[src/rtl/uart_tx_queue.sv]
// Byte FIFO feeding a UART transmitter: pops one byte, strobes txclk, then follows the
// synchronised txready through accept (low) and completion (high) before the next byte.
module uart_tx_queue #(
    parameter int DEPTH   = 16,
    parameter int TIMEOUT = 255
) (
    input  logic                   clk,
    input  logic                   n_rst,
    input  logic                   wr_en,
    input  logic [7:0]             wr_data,
    output logic                   full,
    output logic                   empty,
    output logic [$clog2(DEPTH):0] count,
    output logic                   overflow,
    input  logic                   ovf_clr,
    output logic [7:0]             txdata,
    output logic                   txclk,
    input  logic                   txready,
    output logic [1:0]             fsm_state
);

    localparam int PW = $clog2(DEPTH);
    localparam int CW = PW + 1;
    localparam int TW = $clog2(TIMEOUT + 1);
    localparam logic [TW-1:0] TIMER_MAX = TW'(TIMEOUT);

    // Debug encoding on fsm_state: 0 IDLE, 1 STROBE, 2 WAIT_LO, 3 WAIT_HI.
    typedef enum logic [1:0] {
        IDLE    = 2'd0,
        STROBE  = 2'd1,
        WAIT_LO = 2'd2,
        WAIT_HI = 2'd3
    } state_t;

    state_t          state;
    state_t          state_next;
    logic            rdy_meta;
    logic            rdy_s;
    logic [7:0]      mem [DEPTH];
    logic [PW-1:0]   wr_ptr;
    logic [PW-1:0]   rd_ptr;
    logic [TW-1:0]   timer;
    logic [CW-1:0]   count_next;
    logic            push;
    logic            pop;

    assign fsm_state = state;
    assign push      = wr_en && !full;

    always_ff @(posedge clk or negedge n_rst) begin
        if (!n_rst) begin
            rdy_meta <= 1'b0;
            rdy_s    <= 1'b0;
        end else begin
            rdy_meta <= txready;
            rdy_s    <= rdy_meta;
        end
    end

    always_comb begin
        state_next = state;
        pop        = 1'b0;
        case (state)
            IDLE: begin
                if (!empty && rdy_s) begin
                    pop        = 1'b1;
                    state_next = STROBE;
                end
            end
            STROBE: state_next = WAIT_LO;
            WAIT_LO: begin
                // Acceptance beats the timeout when both happen in the same cycle.
                if (!rdy_s) begin
                    state_next = WAIT_HI;
                end else if (timer == TIMER_MAX) begin
                    state_next = STROBE;
                end
            end
            WAIT_HI: begin
                if (rdy_s) begin
                    state_next = IDLE;
                end
            end
            default: state_next = IDLE;
        endcase
    end

    always_ff @(posedge clk or negedge n_rst) begin
        if (!n_rst) begin
            state <= IDLE;
            txclk <= 1'b0;
        end else begin
            state <= state_next;
            txclk <= (state_next == STROBE);
        end
    end

    always_ff @(posedge clk or negedge n_rst) begin
        if (!n_rst) begin
            timer <= '0;
        end else if (state == STROBE) begin
            timer <= '0;
        end else if (state == WAIT_LO && timer != TIMER_MAX) begin
            timer <= timer + TW'(1);
        end
    end

    always_comb begin
        count_next = count;
        case ({push, pop})
            2'b10:   count_next = count + CW'(1);
            2'b01:   count_next = count - CW'(1);
            default: count_next = count;
        endcase
    end

    always_ff @(posedge clk or negedge n_rst) begin
        if (!n_rst) begin
            count  <= '0;
            full   <= 1'b0;
            empty  <= 1'b1;
            wr_ptr <= '0;
            rd_ptr <= '0;
            txdata <= 8'h00;
        end else begin
            count <= count_next;
            full  <= (count_next == CW'(DEPTH));
            empty <= (count_next == '0);
            if (push) begin
                wr_ptr <= wr_ptr + PW'(1);
            end
            if (pop) begin
                rd_ptr <= rd_ptr + PW'(1);
                txdata <= mem[rd_ptr];
            end
        end
    end

    always_ff @(posedge clk) begin
        if (push) begin
            mem[wr_ptr] <= wr_data;
        end
    end

    always_ff @(posedge clk or negedge n_rst) begin
        if (!n_rst) begin
            overflow <= 1'b0;
        end else if (wr_en && full) begin
            overflow <= 1'b1;
        end else if (ovf_clr) begin
            overflow <= 1'b0;
        end
    end

endmodule

[config.mk]
export PLATFORM = sky130hd
export DESIGN_NAME = uart_tx_queue
export DESIGN_NICKNAME = d
export VERILOG_FILES = /design/src/rtl/uart_tx_queue.sv
export SDC_FILE = /design/constraint.sdc
export NUM_CORES = 1
export LEC_CHECK = 0
export ABC_AREA = 1
export BUFFER_PORTS_ARGS = -buffer_cell sky130_fd_sc_hd__clkbuf_2
export CORE_MARGIN = 2
export CORE_UTILIZATION = 30
export DETAILED_ROUTE_END_ITERATION = 7
export PLACE_DENSITY = 0.53
export SYNTH_ARGS = -nofsm -noshare
export SYNTH_HDL_FRONTEND = slang
export SYNTH_SLANG_ARGS = --single-unit
[constraint.sdc]
create_clock -name clk -period 5.7 [get_ports clk]
set_clock_uncertainty 0.2 [all_clocks]
set_input_delay 0.57 -clock clk [delete_from_list [all_inputs] [get_ports clk]]
set_output_delay 0.57 -clock clk [all_outputs]
set_load 0.02 [all_outputs]
==> run metrics, run 1 <==
placed insts 856; Finished Layout Cells between 800 and 900; CTS buffer count 17; unrepaired setup endpoints after global routing no; layout cell share with drive strength beyond 1 0.1542; register bit total from synthesis 165; row cnt 55; Distinct cells, synth 35; TritonCTS clock tree built; maximum resistive drop on vdd 0.0002088 V; Setup TNS 0 ps; CORE AREA approximately 23000 um2; Die W 154.9 um; IO Port Bufs 31; initial antenna violation count 0; largest fanout on the critical path between 70 and 80; top cell type's share of synthesized area 0.5623; H-tree levels 4; Seq/Total Area, Yosys 0.6980; die footprint approximately 24000 um2; RePlAce Congestion 0.7548; Fin. Hold Viols 0; Synth Warn # 0; top cells by count, synth edfxtp_1, nor2_1, o21ai_0, nand2_1, dfrtp_1; DRC Markers 0; Post-synth ARST share 0.2242; chip height 154.9 um; drt first pass iters 4; post-layout util 0.3478; final worst setup slack 3000 ps; global route overflow 0; CTS sink count approximately 170; clock transition at the registers of the reported paths 60 ps; max cap viols 0; global-route wire length before repair roughly 24000 um; Clock Root Buffer clkbuf_16; CP delay by family, top buffers and inverters; final net count 611; GRT Total Usage 0.1286; Post-Syn Area 6835 um2; Longest Clk Path Bufs 2; final wirelength 14810 um; Area Overhead vs Synth 14.50%; crit path cell chain buf_4, inv_2, o21ai_0, o221ai_1, nand3_1, a31oi_1; Avg Inst Size Synth 12.12 um2; CP Launch Type flop; final worst path period share 0.4737; antenna cells 0; Post-CTS Hold Fix Bufs 0; Setup crit end kind flop; Leakage Power 2.781 nW; setup violators final 0; Post-synth EDFFs 128; Slew headroom 0.2892; postcts setup bufs 0; PD cells approximately 500 nW/um2; number of global-route vias before repair around 4.4k; Skew-Pair Late Insertion Delay between 400 and 500 ps; Syn Inst Count 564; actual slew at the worst max-slew pin 1066 ps; Initial Util 0.3038; Worst EP required a little under 6000 ps; CP Class reg -> reg; dominant cells by area after synthesis edfxtp_1, dfrtp_1, nor2_1; Fmax 370.3 MHz; drt wl/cell 16.68 um; critical path arrival around 2800 ps; Tmin final 2700 ps; post-cts resize count 0; Place WS 2985 ps; Detail Placement HPWL 9408 um; Buf+Inv Stages, Crit Path 2; largest net degree at the start of global routing 72; dominant cell type by area after synthesis edfxtp_1; Avg Vias per Cell 4.877; most instantiated library cell after synthesis edfxtp_1; status complete, no violations; I/O pins 32; Min-Delay Path Class in -> reg; max-slew violations 0; predominant post-synthesis flop cell edfxtp_1; syn_nets between 500 and 600; Final ANT Viol Nets 0; Iteration-0 DRC Markers 322; slowest cell on the critical path inv_2; Critical Path Max Stage Delay 870 ps; Via Count approximately 4.3k
cell type report:
| cell class | instances | area, um2 |
|---|---|---|
| fill | 2136 | 14680 |
| sequential | 165 | 4772 |
| multi-input combinational | 336 | 1814 |
| clock buffer | 17 | 425.4 |
| tap | 285 | 356.6 |
| timing repair buffer | 33 | 170.2 |
| clock inverter | 15 | 148.9 |
| inverter | 37 | 138.9 |
worst paths after layout:
path | start | to | slack, ps | depth (start not counted)
max | rd_ptr[0]$_DFFE_PN0P_ | txdata[0]$_DFFE_PN0P_ | 3000 | 6
min | txready | rdy_meta$_DFF_PN0_ | 50 | 1
max reg2reg | rd_ptr[0]$_DFFE_PN0P_ | txdata[0]$_DFFE_PN0P_ | 3000 | 6
min reg2reg | rdy_meta$_DFF_PN0_ | rdy_s$_DFF_PN0_ | 170 | 0
max in group asynchronous | n_rst | rd_ptr[0]$_DFFE_PN0P_ | 4570 | 1
min in group asynchronous | n_rst | timer[7]$_DFFE_PN0P_ | 90 | 1
placed cells by master (no fill, tap or decap), types with 4 or more instances in the layout:
master     Yosys  routed
dfrtp_1       36      35
inv_1         29      29
nor2_1       100     100
o21ai_0       59      59
a31oi_1        8       8
edfxtp_1     128     128
clkbuf_2       0      31
nand4_1        4       4
ha_1           8       8
inv_2          8       8
a21oi_1        9       9
clkbuf_16      0      17
clkinv_4       0       4
o221ai_1      24      24
o21ai_1       18      18
xor2_1         8       8
o22ai_1        5       5
nand3_1       23      23
nand2_1       44      44
sequential cells by signal, indices dropped and copies added (netlist names), 2 cells and up:
| signal | count |
|---|---|
| rd_ptr | 4 |
| fsm_state | 2 |
| mem | 128 |
| txdata | 8 |
| timer | 8 |
| count | 5 |
| wr_ptr | 4 |
kinds of logic after synthesis:
logic type                 synth area share
DFF                                  0.6980
buffers and inverters               0.03661
adders and majority gates           0.01464
AOI/OAI and AO/OA                    0.1104
xor gates and xnor gates            0.01519
and+or+nand+nor                      0.1252
layer usage:
| layer | up-vias | global-route usage | wire, um |
|---|---|---|---|
| met5 | - | 0 | 0 |
| met3 | 29 | 0.02423 | 432 |
| li1 | 2073 | - | - |
| met4 | 0 | 0.06481 | 443 |
| met2 | 77 | 0.2154 | 7370 |
| met1 | 2152 | 0.1596 | 6563 |
where the power goes:
group	leakage, nW	internal, mW	total [mW]	switching, mW
Sequential	1.61	1.49	1.63	0.137
Clock	0.279	0.611	1.10	0.485
Combinational	0.896	0.352	1.19	0.837
Total	2.78	2.46	3.92	1.46
metrics by stage:
stage | hold slack (ps) | total power, mW | instance area (um2)
6_report | 54.92 | 3.915 | 7826
5_1_grt | 36.38 | 4.164 | 7826
4_1_cts | 32.82 | 3.959 | 7826
3_5_place_dp | 151.2 | 2.862 | 7252
3_3_place_gp | 149.1 | 2.818 | 7252
2_1_floorplan | 74.41 | 2.484 | 6835
Note: power is estimated with default switching activity, not from simulation.
==> run 2: changes to the inputs <==
clock period = 2.7 ns   (was 5.7 ns; I/O delays follow)
==> run 2 against run 1 <==
  * Sequential share of layout area shrank 2.2 points
  * Non-clock buffer count grew 27
  * Core utilization grew 1.3 points
  * Count of clock-buffer cells in the layout is the same
  * Clock power grew 140%
  * Worst setup slack lost 2500 ps
  * Flip-flop and latch count is the same
  * Combinational power grew 130%
  * Hold slack gained 20 ps
  * Critical endpoint is now full$_DFF_PN0_
  * Largest cell class unchanged
  * Largest power group unchanged
==> run metrics, run 2 (synthesis gave the netlist of run 1 again) <==
status complete, no violations; Fin. Hold Viols 0 (unchanged); combinational share of power 0.307 (+0.003); GRT Total Usage 0.1335 (+0.004910); area of the multi-input gates 1814 um2 (unchanged); TritonCTS clock tree built; row cnt 55 (unchanged); Min-Delay Path Class in -> reg; Avg Vias per Cell 4.827 (-1.0%); Worst EP required 2860 ps (-2970 ps); CP Class reg -> reg; drt first pass iters 4 (unchanged); maximum resistive drop on vdd 0.0005065 V (+140%); Initial Util 0.3038 (unchanged); Tmin final 2248 ps (-452.6 ps); Area Overhead vs Synth 18.87%; largest fanout on the critical path 6 (-92%); commonest non-fill, non-tap cell in the layout edfxtp_1; Critical Path Max Stage Delay 580 ps (-290 ps); Die W 154.9 um (unchanged); Final ANT Viol Nets 0 (unchanged); post-layout util 0.3611 (+0.01329); Detail Placement HPWL 9756 um (+3.7%); Fmax 444.9 MHz (+20%); CORE AREA 22500 um2 (unchanged); global-route wire length before repair 24430 um (+3.2%); clock transition at the registers of the reported paths 60 ps (about the same); Leakage Power 2.957 nW (+6.3%); setup violators final 0 (unchanged); chip height 154.9 um (unchanged); Clock Root Buffer clkbuf_16; Largest regs mem: 128 flops, timer: 8 flops, txdata: 8 flops; IO Port Bufs 31 (unchanged); I/O pins 32 (unchanged); hold_ws 74.89 ps (+19.97 ps); Iteration-0 DRC Markers 287 (-11%); slowest cell on the critical path dfstp_2; final worst path period share 0.8324 (+0.3587); PD cells 1072 nW/um2 (+110%); number of flip-flops in the largest register 128 (unchanged); sw power 3.061 mW (+110%); Skew-Pair Late Insertion Delay 420 ps (about the same); FF/Latch Area 4772 um2 (unchanged); number of global-route vias before repair 4387 (-0.54%); Via Count 4407 (+1.8%); Sw Ratio 0.3515 (-0.02121); drt wl/cell 16.75 um (+0.44%); CTS buffer count 17 (unchanged); largest net degree at the start of global routing 71 (-1.4%); Power, Total 8.708 mW (+120%); CTS sink count 165 (unchanged); Critical Path Most Common Cell nand2_1; post-cts resize count 0 (unchanged); postcts setup bufs 0 (unchanged); final wirelength 15290 um (+3.3%); H-tree levels 4 (unchanged); CP Launch Type flop; Top reg by flops mem; max-slew violations 0 (unchanged); commonest non-fill, non-tap cells in the layout edfxtp_1, nor2_1, o21ai_0, nand2_1, dfrtp_1; initial antenna violation count 0 (unchanged); Setup crit end kind flop; Slew headroom 0.4702 (+0.1811); Longest Clk Path Bufs 2 (unchanged); actual slew at the worst max-slew pin 794.7 ps (-271.6 ps); RePlAce Congestion 0.7856 (+4.1%); die footprint 24010 um2 (unchanged); unrepaired setup endpoints after global routing no; sequential share of power 0.389 (-0.028); DRC Markers 0 (unchanged); antenna cells 0 (unchanged); crit path cell chain nor2_8, nand2_1, inv_1, ha_1, inv_2, nand2_1, o21ai_0, or2_0, nor2_1, nand3_1, nor2_2; final net count 638 (+4.4%); Post-CTS Hold Fix Bufs 5 (+5); max cap viols 0 (unchanged); layout filler cell count 2141 (+0.23%); internal power 5.647 mW (+130%); layout cell share with drive strength beyond 1 0.1799 (+0.02571); Clock power frac 0.304 (+0.024); Setup TNS 0 ps (unchanged); global route overflow 0 (unchanged); critical path arrival 2410 ps (-420 ps)
==> run 2: power groups by stage <==
stage	Sequential [mW]	Combinational [mW]	Clock, mW
floorplan	3.53	1.71	0
global route	3.43	3.00	2.79
global placement	3.43	2.64	0
finish	3.39	2.68	2.65
detailed placement	3.44	2.70	0
CTS	3.39	2.71	2.69
==> run 2: worst max-delay path, delay by kind of cell, from the launching register on <==
kind / cells / cell delay [ps]
flops: 1 / 580
buf+inv: 2 / 160
simple gates: 7 / 760
fa+ha+maj: 1 / 370
compound gates: 1 / 100
==> run 2: routing by layer <==
layer	global-route usage	vias up	wire, um
met5	0	-	0
met4	0.05203	0	184
met3	0.02479	15	497
met2	0.2292	75	7789
met1	0.1676	2190	6822
li1	-	2127	-
==> run 2: cell type report <==
type                    count  area share
clock inverters            13     0.02710
clock buffers              17     0.05236
well taps                 285     0.04389
inverters                  37     0.01709
repair buffers             60     0.04897
multi-input cells         336      0.2233
flip-flops and latches    165      0.5873
==> run 2: path summary, 6_finish.rpt <==
path	start	endpoint	slack, ps	cells past startpoint
min in group asynchronous	n_rst	txclk$_DFF_PN0_	260	2
worst min-delay path	wr_data[6]	mem[8][6]$_DFFE_PP_	70	1
worst max-delay path	empty$_DFF_PN1_	full$_DFF_PN0_	450	11
worst max register to register	empty$_DFF_PN1_	full$_DFF_PN0_	450	11
max in group asynchronous	n_rst	rd_ptr[3]$_DFFE_PN0P_	1400	3
worst min register to register	rdy_meta$_DFF_PN0_	rdy_s$_DFF_PN0_	150	0
==> run 2: per-stage QoR <==
stage                     setup WS (ps)  cell area, um2  cells
final                             452.4            8125    913
after global routing              250.0            8125    913
after CTS                         439.7            8125    913
after detailed placement          458.3            7430    878
after global placement            490.1            7430    878
after floorplan                   394.0            6835    564
==> run 3: changes to the inputs <==
PLACE_DENSITY = 0.54   (was 0.53)
clock period = 1.9 ns   (was 2.7 ns; I/O delays follow)
==> run 3 against run 2 <==
  * The flow now finishes with violations (setup timing)
  * Register-to-register slack worse by 580 ps
  * Die area stayed put
  * Count of clock-buffer cells in the layout did not move
  * First-iteration DRC count up 16%
  * Combinational power up 78%
  * Maximum frequency grew 11%
  * Critical path depth rose by 5
  * Critical path type unchanged
  * Largest cell class unchanged
  * Largest power group unchanged
  * Highest routed layer unchanged
==> run metrics, run 3 (synthesis gave the netlist of run 1 again) <==
max-slew violations 0 (unchanged); Largest regs mem: 128 flops, timer: 8 flops, txdata: 8 flops; Fin. Hold Viols 0 (unchanged); failing checks setup timing; CP delay by family, top simple AND/OR/NAND/NOR gates; hold_sp wr_data[7]; final worst setup slack -131.0 ps (-583.4 ps); drt wl/cell 17.76 um (+6.0%); Place WS -197.0 ps (-655.2 ps); PD cells 1529 nW/um2 (+43%); status finished, violations left; Leakage Power 3.196 nW (+8.1%); global-route wire length before repair 27010 um (+11%); Critical Path Most Common Cell nand2_2; Iteration-0 DRC Markers 334 (+16%); Buf+Inv Stages, Crit Path 4 (+2); final worst path period share 1.069 (+0.2365); Worst Hold Depth 1 (unchanged); commonest non-fill, non-tap cell in the layout edfxtp_1; RR Endpoint full$_DFF_PN0_; Die W 154.9 um (unchanged); Area Overhead vs Synth 26.27%; largest net degree at the start of global routing 38 (-46%); R2R depth 16 (+5); clock transition at the registers of the reported paths 70 ps (about the same); critical path arrival 2150 ps (-260 ps); Avg Vias per Cell 4.927 (+2.1%); Via Count 4730 (+7.3%); Final ANT Viol Nets 0 (unchanged); commonest non-fill, non-tap cells in the layout edfxtp_1, nor2_1, buf_4, o21ai_0; Initial Util 0.3038 (unchanged); layout cell share with drive strength beyond 1 0.2844 (+0.1045); RePlAce Congestion 0.8133 (+3.5%); CTS buffer count 17 (unchanged); Power, Total 13.20 mW (+52%); Top reg by flops mem; unrepaired setup endpoints after global routing yes; antenna cells 0 (unchanged); Fmax 492.4 MHz (+11%); Worst Hold Path EP mem[2][7]$_DFFE_PP_; H-tree levels 4 (unchanged); Skew-Pair Late Insertion Delay 430 ps (about the same); Critical Path Max Stage Delay 580 ps (about the same); Setup crit end kind flop; largest fanout on the critical path 4 (-2); slowest cell on the critical path dfstp_2; I/O pins 32 (unchanged); TritonCTS clock tree built; crit path cell chain nor2_8, nand4_1, nand2_2, inv_2, ha_4, inv_2, nand2_2, inv_2, nor2_4, nand2_2, nand2_2, nand3_2, nand2_2, nand2_2, inv_1, nor2_2; final wirelength 17050 um (+11%); Worst EP required 2020 ps (-840 ps); actual slew at the worst max-slew pin 539.0 ps (-255.7 ps); GRT Total Usage 0.1492 (+0.01570); row cnt 55 (unchanged); CP Class reg -> reg; number of global-route vias before repair 4824 (+10%); CORE AREA 22500 um2 (unchanged); Longest Clk Path Bufs 2 (unchanged); Clock Root Buffer clkbuf_16; layout filler cell count 2076 (-3.0%); Setup crit start empty$_DFF_PN1_; CP Launch Type flop; maximum resistive drop on vdd 0.0006986 V (+38%); final net count 683 (+7.1%); number of flip-flops in the largest register 128 (unchanged); chip height 154.9 um (unchanged); hold_ws 26.93 ps (-47.96 ps); Min-Delay Path Class in -> reg; r2r setup slk -130 ps (-580 ps); drt first pass iters 5 (+1); max cap viols 0 (unchanged); die footprint 24010 um2 (unchanged); Tmin final 2031 ps (-216.6 ps); global route overflow 0 (unchanged); post-layout util 0.3835 (+0.02246); CTS sink count 165 (unchanged); Slew headroom 0.6407 (+0.1705); setup violators final 3 (+3); DRC Markers 0 (unchanged); Detail Placement HPWL 11000 um (+13%); initial antenna violation count 0 (unchanged); R2R Path Start empty$_DFF_PN1_; IO Port Bufs 31 (unchanged)
run 3: final cells by class:
class	instances	area [um2]	share of cell area
tap	285	356.6	0.04132
inverter	37	150.1	0.01740
sequential	165	4775	0.5532
multi-input combinational	336	1948	0.2257
clock buffer	17	425.4	0.04929
timing repair buffer	105	784.5	0.09090
clock inverter	15	191.4	0.02218
run 3: worst max-delay path by stage:
stage	slack (ps)	depth (start not counted)	to
3_3_place_gp	-180	12	empty$_DFF_PN1_
4_1_cts	-130	10	empty$_DFF_PN1_
3_5_place_dp	-200	12	empty$_DFF_PN1_
6_report	-130	16	full$_DFF_PN0_
2_1_floorplan	-180	12	empty$_DFF_PN1_
5_1_grt	-280	15	empty$_DFF_PN1_
run 3: metal layers:
| metal | track usage | part of all wire | up-vias |
|---|---|---|---|
| met4 | 0.05203 | 0.017 | 0 |
| met5 | 0 | 0 | - |
| met3 | 0.03036 | 0.043 | 24 |
| met2 | 0.2565 | 0.51 | 119 |
| li1 | - | - | 2211 |
| met1 | 0.1877 | 0.43 | 2376 |
run 3: through the flow:
stage,TNS [ps],cell area [um2],std cells
6_report,-298.2,8631,960
5_1_grt,-802.1,8631,960
4_1_cts,-257.2,8479,952
3_5_place_dp,-550.6,7730,911
3_3_place_gp,-330.7,7730,911
2_1_floorplan,-449.1,6869,564
run 3: power breakdown:
group	internal (mW)	total (mW)	switching, mW
Clock	2.10	3.59	1.48
Sequential	4.48	4.84	0.358
Combinational	1.79	4.77	2.98
run 3: timing repair:
item / CTS / global route
pin swaps: 13 / 16
gates resized for setup: 17 / 24
endpoints found under the setup margin: 16 / 122
buffers inserted: 5 / 8
hold buffers: 4 / 0
endpoints found under the hold margin: 39 / 0
run 3: worst register-to-register path, cell delays in order, from the launching register on:
cell     delay, ps
dfstp_2        580
nor2_8          60
nand4_1        120
nand2_2         60
inv_2           80
ha_4           130
inv_2           30
nand2_2         70
inv_2           50
nor2_4         130
nand2_2         70
nand2_2         70
nand3_2         60
nand2_2         60
nand2_2         60
inv_1           60
nor2_2          40
